===== config.mk =====
export PLATFORM = sky130hd
export DESIGN_NAME = control_unit
export DESIGN_NICKNAME = d
export VERILOG_FILES = /design/src/rtl/control_unit_pkg.sv /design/src/rtl/control_unit_imm_gen.sv /design/src/rtl/control_unit.sv
export SDC_FILE = /design/constraint.sdc
export NUM_CORES = 1
export LEC_CHECK = 0
export ABC_AREA = 1
export BUFFER_PORTS_ARGS = -buffer_cell sky130_fd_sc_hd__buf_2
export CAP_MARGIN = 10
export CORE_UTILIZATION = 43
export DETAILED_ROUTE_END_ITERATION = 10
export GPL_ROUTABILITY_DRIVEN = 0
export PLACE_DENSITY = 0.79
export SKIP_CTS_REPAIR_TIMING = 1
export SLEW_MARGIN = 40
export SYNTH_ARGS = -nofsm -noshare
export SYNTH_HDL_FRONTEND = slang
export SYNTH_SLANG_ARGS = --single-unit
export TNS_END_PERCENT = 10

===== constraint.sdc =====
create_clock -name clk -period 3.29 [get_ports clk]
set_input_delay 0.8225 -clock clk [delete_from_list [all_inputs] [get_ports clk]]
set_output_delay 0.8225 -clock clk [all_outputs]
set_load 0.01 [all_outputs]

===== src/rtl/control_unit_pkg.sv =====
// Shared LEGv8 decode constants, control-word layout and FSM encoding
// used by control_unit and its immediate generator.
package control_unit_pkg;

  localparam int unsigned CW_WIDTH    = 23;
  localparam int unsigned CW_DA_LSB   = 18;
  localparam int unsigned CW_SA_LSB   = 13;
  localparam int unsigned CW_SB_LSB   = 8;
  localparam int unsigned CW_FS_LSB   = 4;
  localparam int unsigned CW_BSEL     = 3;
  localparam int unsigned CW_REGWRITE = 2;
  localparam int unsigned CW_MEMWRITE = 1;
  localparam int unsigned CW_MEMTOREG = 0;

  localparam logic [4:0] REG_XZR = 5'd31;

  // Opcodes, aligned to the top bits of the instruction word.
  localparam logic [10:0] OP_ADD  = 11'b10001011000;
  localparam logic [10:0] OP_SUB  = 11'b11001011000;
  localparam logic [10:0] OP_AND  = 11'b10001010000;
  localparam logic [10:0] OP_ORR  = 11'b10101010000;
  localparam logic [9:0]  OP_ADDI = 10'b1001000100;
  localparam logic [9:0]  OP_SUBI = 10'b1101000100;
  localparam logic [10:0] OP_LDUR = 11'b11111000010;
  localparam logic [10:0] OP_STUR = 11'b11111000000;
  localparam logic [7:0]  OP_CBZ  = 8'b10110100;
  localparam logic [5:0]  OP_B    = 6'b000101;

  localparam logic [3:0] FS_AND = 4'b0000;
  localparam logic [3:0] FS_ORR = 4'b0001;
  localparam logic [3:0] FS_ADD = 4'b0010;
  localparam logic [3:0] FS_SUB = 4'b0110;

  typedef enum logic [2:0] {
    ST_IDLE,
    ST_DECODE,
    ST_EXEC,
    ST_MEM,
    ST_WB,
    ST_BRCHK
  } state_t;

  typedef enum logic [2:0] {
    CLS_ILLEGAL,
    CLS_R,
    CLS_I,
    CLS_LDUR,
    CLS_STUR,
    CLS_CBZ,
    CLS_B
  } instr_class_t;

  // opc is instr[31:21]; shorter opcodes compare against its upper bits.
  function automatic instr_class_t classify(input logic [10:0] opc);
    instr_class_t cls;
    cls = CLS_ILLEGAL;
    if (opc == OP_ADD || opc == OP_SUB || opc == OP_AND || opc == OP_ORR)
      cls = CLS_R;
    else if (opc[10:1] == OP_ADDI || opc[10:1] == OP_SUBI)
      cls = CLS_I;
    else if (opc == OP_LDUR)
      cls = CLS_LDUR;
    else if (opc == OP_STUR)
      cls = CLS_STUR;
    else if (opc[10:3] == OP_CBZ)
      cls = CLS_CBZ;
    else if (opc[10:5] == OP_B)
      cls = CLS_B;
    return cls;
  endfunction

  function automatic logic [3:0] alu_fs(input logic [10:0] opc);
    logic [3:0] fs;
    fs = FS_ADD;
    if (opc == OP_SUB || opc[10:1] == OP_SUBI)
      fs = FS_SUB;
    else if (opc == OP_AND)
      fs = FS_AND;
    else if (opc == OP_ORR)
      fs = FS_ORR;
    return fs;
  endfunction

endpackage


===== src/rtl/control_unit_imm_gen.sv =====
// Combinational immediate / branch-offset generator driven by the latched
// instruction and its decoded class.
module control_unit_imm_gen
  import control_unit_pkg::*;
(
  input  logic [25:0]  imm_field,
  input  instr_class_t cls,
  output logic [63:0]  k
);

  always_comb begin
    k = '0;
    unique case (cls)
      CLS_I:              k = {52'd0, imm_field[21:10]};
      CLS_LDUR, CLS_STUR: k = {{55{imm_field[20]}}, imm_field[20:12]};
      CLS_CBZ:            k = {{43{imm_field[23]}}, imm_field[23:5], 2'b00};
      CLS_B:              k = {{36{imm_field[25]}}, imm_field[25:0], 2'b00};
      default:            k = '0;
    endcase
  end

endmodule


===== src/rtl/control_unit.sv =====
// Multi-cycle LEGv8 control unit: accepts one instruction at a time, steps
// it through DECODE/EXEC/MEM/WB/BRCHK and emits control word and PC pulses.
module control_unit
  import control_unit_pkg::*;
(
  input  logic                clk,
  input  logic                reset,
  input  logic [31:0]         instr,
  input  logic                instr_valid,
  output logic                instr_ready,
  input  logic [3:0]          status,
  output logic [CW_WIDTH-1:0] control_word,
  output logic [63:0]         k,
  output logic                pc_inc,
  output logic                pc_branch,
  output logic                done,
  output logic                illegal
);

  state_t       state, state_next;
  logic [31:0]  instr_q;
  instr_class_t cls;
  logic [63:0]  k_raw;
  logic         accept;
  logic         zero_flag;
  logic         status_unused;
  logic [4:0]   rd, rn, rm;

  assign instr_ready   = (state == ST_IDLE) && reset;
  assign accept        = instr_valid && instr_ready;
  assign cls           = classify(instr_q[31:21]);
  assign zero_flag     = status[0];
  assign status_unused = ^status[3:1];
  assign rd            = instr_q[4:0];
  assign rn            = instr_q[9:5];
  assign rm            = instr_q[20:16];

  always_ff @(posedge clk or negedge reset) begin
    if (!reset) begin
      state <= ST_IDLE;
    end else begin
      state <= state_next;
    end
  end

  // Only written on accept, so traffic while busy cannot disturb it.
  always_ff @(posedge clk or negedge reset) begin
    if (!reset) begin
      instr_q <= '0;
    end else if (accept) begin
      instr_q <= instr;
    end
  end

  always_comb begin
    state_next = state;
    unique case (state)
      ST_IDLE:   if (accept) state_next = ST_DECODE;
      ST_DECODE: state_next = (cls == CLS_ILLEGAL) ? ST_IDLE : ST_EXEC;
      ST_EXEC: begin
        unique case (cls)
          CLS_R, CLS_I:       state_next = ST_WB;
          CLS_LDUR, CLS_STUR: state_next = ST_MEM;
          CLS_CBZ:            state_next = ST_BRCHK;
          default:            state_next = ST_IDLE;
        endcase
      end
      ST_MEM:    state_next = (cls == CLS_STUR) ? ST_IDLE : ST_WB;
      ST_WB:     state_next = ST_IDLE;
      ST_BRCHK:  state_next = ST_IDLE;
      default:   state_next = ST_IDLE;
    endcase
  end

  always_comb begin
    control_word = '0;
    pc_inc       = 1'b0;
    pc_branch    = 1'b0;
    done         = 1'b0;
    illegal      = 1'b0;

    // Register/ALU fields are a function of the latched instruction only,
    // so they stay stable for every non-idle cycle of that instruction.
    if (state != ST_IDLE) begin
      unique case (cls)
        CLS_R: begin
          control_word[CW_DA_LSB +: 5] = rd;
          control_word[CW_SA_LSB +: 5] = rn;
          control_word[CW_SB_LSB +: 5] = rm;
          control_word[CW_FS_LSB +: 4] = alu_fs(instr_q[31:21]);
        end
        CLS_I: begin
          control_word[CW_DA_LSB +: 5] = rd;
          control_word[CW_SA_LSB +: 5] = rn;
          control_word[CW_FS_LSB +: 4] = alu_fs(instr_q[31:21]);
          control_word[CW_BSEL]        = 1'b1;
        end
        CLS_LDUR: begin
          control_word[CW_DA_LSB +: 5] = rd;
          control_word[CW_SA_LSB +: 5] = rn;
          control_word[CW_FS_LSB +: 4] = FS_ADD;
          control_word[CW_BSEL]        = 1'b1;
        end
        CLS_STUR: begin
          control_word[CW_SA_LSB +: 5] = rn;
          control_word[CW_SB_LSB +: 5] = rd;
          control_word[CW_FS_LSB +: 4] = FS_ADD;
          control_word[CW_BSEL]        = 1'b1;
        end
        CLS_CBZ: begin
          control_word[CW_SA_LSB +: 5] = rd;
          control_word[CW_SB_LSB +: 5] = REG_XZR;
          control_word[CW_FS_LSB +: 4] = FS_ADD;
        end
        default: ;
      endcase
    end

    unique case (state)
      ST_DECODE: illegal = (cls == CLS_ILLEGAL);
      ST_EXEC: begin
        if (cls == CLS_B) begin
          pc_branch = 1'b1;
          done      = 1'b1;
        end
      end
      ST_MEM: begin
        if (cls == CLS_STUR) begin
          control_word[CW_MEMWRITE] = 1'b1;
          pc_inc                    = 1'b1;
          done                      = 1'b1;
        end
      end
      ST_WB: begin
        control_word[CW_REGWRITE] = 1'b1;
        control_word[CW_MEMTOREG] = (cls == CLS_LDUR);
        pc_inc                    = 1'b1;
        done                      = 1'b1;
      end
      ST_BRCHK: begin
        pc_branch = zero_flag;
        pc_inc    = !zero_flag;
        done      = 1'b1;
      end
      default: ;
    endcase
  end

  control_unit_imm_gen u_imm_gen (
    .imm_field (instr_q[25:0]),
    .cls       (cls),
    .k         (k_raw)
  );

  assign k = (state == ST_IDLE) ? '0 : k_raw;

endmodule

==> results.tsv <==
stage	metric	value	unit
timing	slew_headroom	66.1	%
global_route	grt_max_degree	45	
global_route	grt_pass1_wl	12000	µm
detailed_routing	wl_per_cell	14.7	µm
timing	fmax	328	MHz
synth	synth_area	2770	µm²
finish	syn_to_final_growth	19.0	%
critical_path	rrSetupSlack	1.46	ns
power	leakagePower	1.70	nW
cts	clockRootBuffer	clkbuf_8	
floorplan	pin_count	131	
critical_path	crit_type	flip-flop to primary output	
finish	diodes	0	
global_route	grtUsageTotal	23.5	%
finish	fin_nets	503	
synth	synth_warnings	0	
detailed_routing	drtPass1Iterations	6	
finish	instances_no_fill	539	
placed_design	placed_area	3170	µm²
finish	fin_util	54.3	%
finish	multi_input_area	1430	µm²
placed_design	port-buffer-count	126	
synth	synth_ff_type	dfrtp_1	
finish	fillCellCount	590	
floorplan	rows	28	
hold_path	hold_class	flip-flop to flip-flop	
synth	synth_seq_cells	35	
synth	synth_cells	375	
placed_design	dpl.cell_count	530	
finish	drive_gt1_share	41.6	%
timing	hold_slack	0.566	ns
floorplan	core	6060	µm²
synth	yosys-top-cells-count	nand2_1 (93), nor2_1 (50), buf_4 (41)	
power	p_per_area	544	nW/µm²
status	outcome	completed	
power	ir_drop	0.379	mV
timing	finalHoldViolations	0	
cts	numCtsBuffers	5	
floorplan	start_util	45.6	%
critical_path	worstPathArrival	2.23	ns
synth	synth_area_leader_cell	dfrtp_1	
floorplan	die_y	82.2	µm
cts	clkLatencyLatePin	0.29	ns
synth	synth_edf_count	0	
timing	setup_tns	0	ns
timing	min_period	3.05	ns
cts	clockBufferDepth	2	
cts	htreeDepth	2	
finish	seq_area	876	µm²
floorplan	fp.dieW	82.2	µm
detailed_routing	drc_errors	0	
placed_design	dp_slack	0.357	ns
timing	setup_ws	0.238	ns
synth	synth_most_common_cell	nand2_1	
synth	yosysUniqueCellTypes	33	
detailed_routing	viasPerCell	5.37	
synth	syn_area_per_cell	7.38	µm²
cts	cts_tree	built	
synth	synth_top_cell_area_share	31.7	%
timing	finalCritPeriodShare	92.8	%
synth	yosys-top-cells-area	dfrtp_1 (32%), nand2_1 (13%), buf_4 (11%), mux2_2 (7.3%), nor2_1 (6.8%)	
timing	setup_viol	0	
global_route	antenna_found_initial	0	
detailed_routing	drt-total-wl	7940	µm
timing	tightest_slew	0.509	ns
floorplan	dieArea	6760	µm²
global_route	grt_pass1_vias	2473	
timing	slew_viol_final	0	
critical_path	cp.required	2.47	ns
timing	rsz0062_at_grt	false	
global_route	grt_overflow_total	0	
critical_path	crit_fanout	19	
synth	synthesis.nets	414	
power	power.total	1.79	mW
synth	seq_area_frac_synth	31.7	%
cts	cts_sinks	35	
critical_path	start_kind	flip-flop	
detailed_routing	vias	2897	
detailed_routing	ant_nets	0	
synth	synth-async-reset-ratio	100	%
critical_path	cp-end-kind	primary output	
cts	clk_pin_slew	0.07	ns
placed_design	hpwl	5820	µm
job	maxCapViolCount	0	
detailed_routing	drt_iter0_drc	335	
finish	final_area	3290	µm²
timing	finClkSkew	0.00661	ns
## per-layer routing
metal  wire, µm  vias up  track usage, %  share of wire (%)
li1           -     1376               -                  -
met1       3370     1321            32.6                 42
met2       3720      180            36.6                 47
met3        656       20            3.96                8.3
met4        197        0            8.60                2.5
met5          0        -               0                  0
## registers in the layout, indices dropped and copies added (netlist names)
register / cells
instr_q: 32
state: 3
## worst paths after layout
check | endpoint | startpoint | cells past startpoint
setup / recovery | k[6] | instr_q[29] | 7
setup reg to reg | instr_q[17] | state[0] | 5
min in group asynchronous | instr_q[16] | reset | 2
hold / removal | instr_q[9] | instr_q[9] | 1
max in group asynchronous | instr_q[31] | reset | 2
hold reg to reg | instr_q[9] | instr_q[9] | 1
## power breakdown
part / total [mW] / internal, mW / switching [mW]
clock: 0.325 / 0.164 / 0.161
sequential: 0.890 / 0.610 / 0.280
combinational: 0.578 / 0.229 / 0.349
## cells by family after synthesis
group | Yosys count | share of synthesized area [%]
AND/OR/NAND/NOR | 174 | 27.1
other | 1 | 0.136
multiplexers | 21 | 8.55
AO/OA/AOI/OAI | 63 | 15.4
flip-flops | 35 | 31.7
buffers and inverters | 81 | 17.2
## cell type report
| cell class | count | share of cell area (%) |
|---|---|---|
| inverters | 30 | 3.50 |
| clock inverters | 1 | 0.152 |
| well taps | 75 | 2.85 |
| repair buffers | 133 | 21.0 |
| clock buffers | 6 | 2.51 |
| flip-flops and latches | 35 | 26.6 |
| multi-input cells | 259 | 43.4 |
## layout by cell type, fill, tap and decap left out, types with 4 or more instances in the layout
cell type / instances
a21oi_2: 8
dfrtp_1: 35
buf_2: 126
nand3_1: 9
mux2_2: 18
o21ai_0: 7
clkbuf_8: 6
nor2_1: 48
nand4_1: 4
a221oi_1: 8
a31oi_1: 5
nor2_2: 6
a41oi_1: 8
nand2_1: 93
inv_2: 8
buf_4: 6
a21oi_1: 21
inv_1: 21
## worst max-delay path: stages, from the launching register on
cell and delay (ns):
dfrtp_1 0.45, nor2_2 0.18, nand3_1 0.13, nor2_4 0.27, buf_4 0.31, nand2_1 0.10, a41oi_1 0.29, buf_2 0.19
Note: power is estimated with default switching activity, not from simulation.
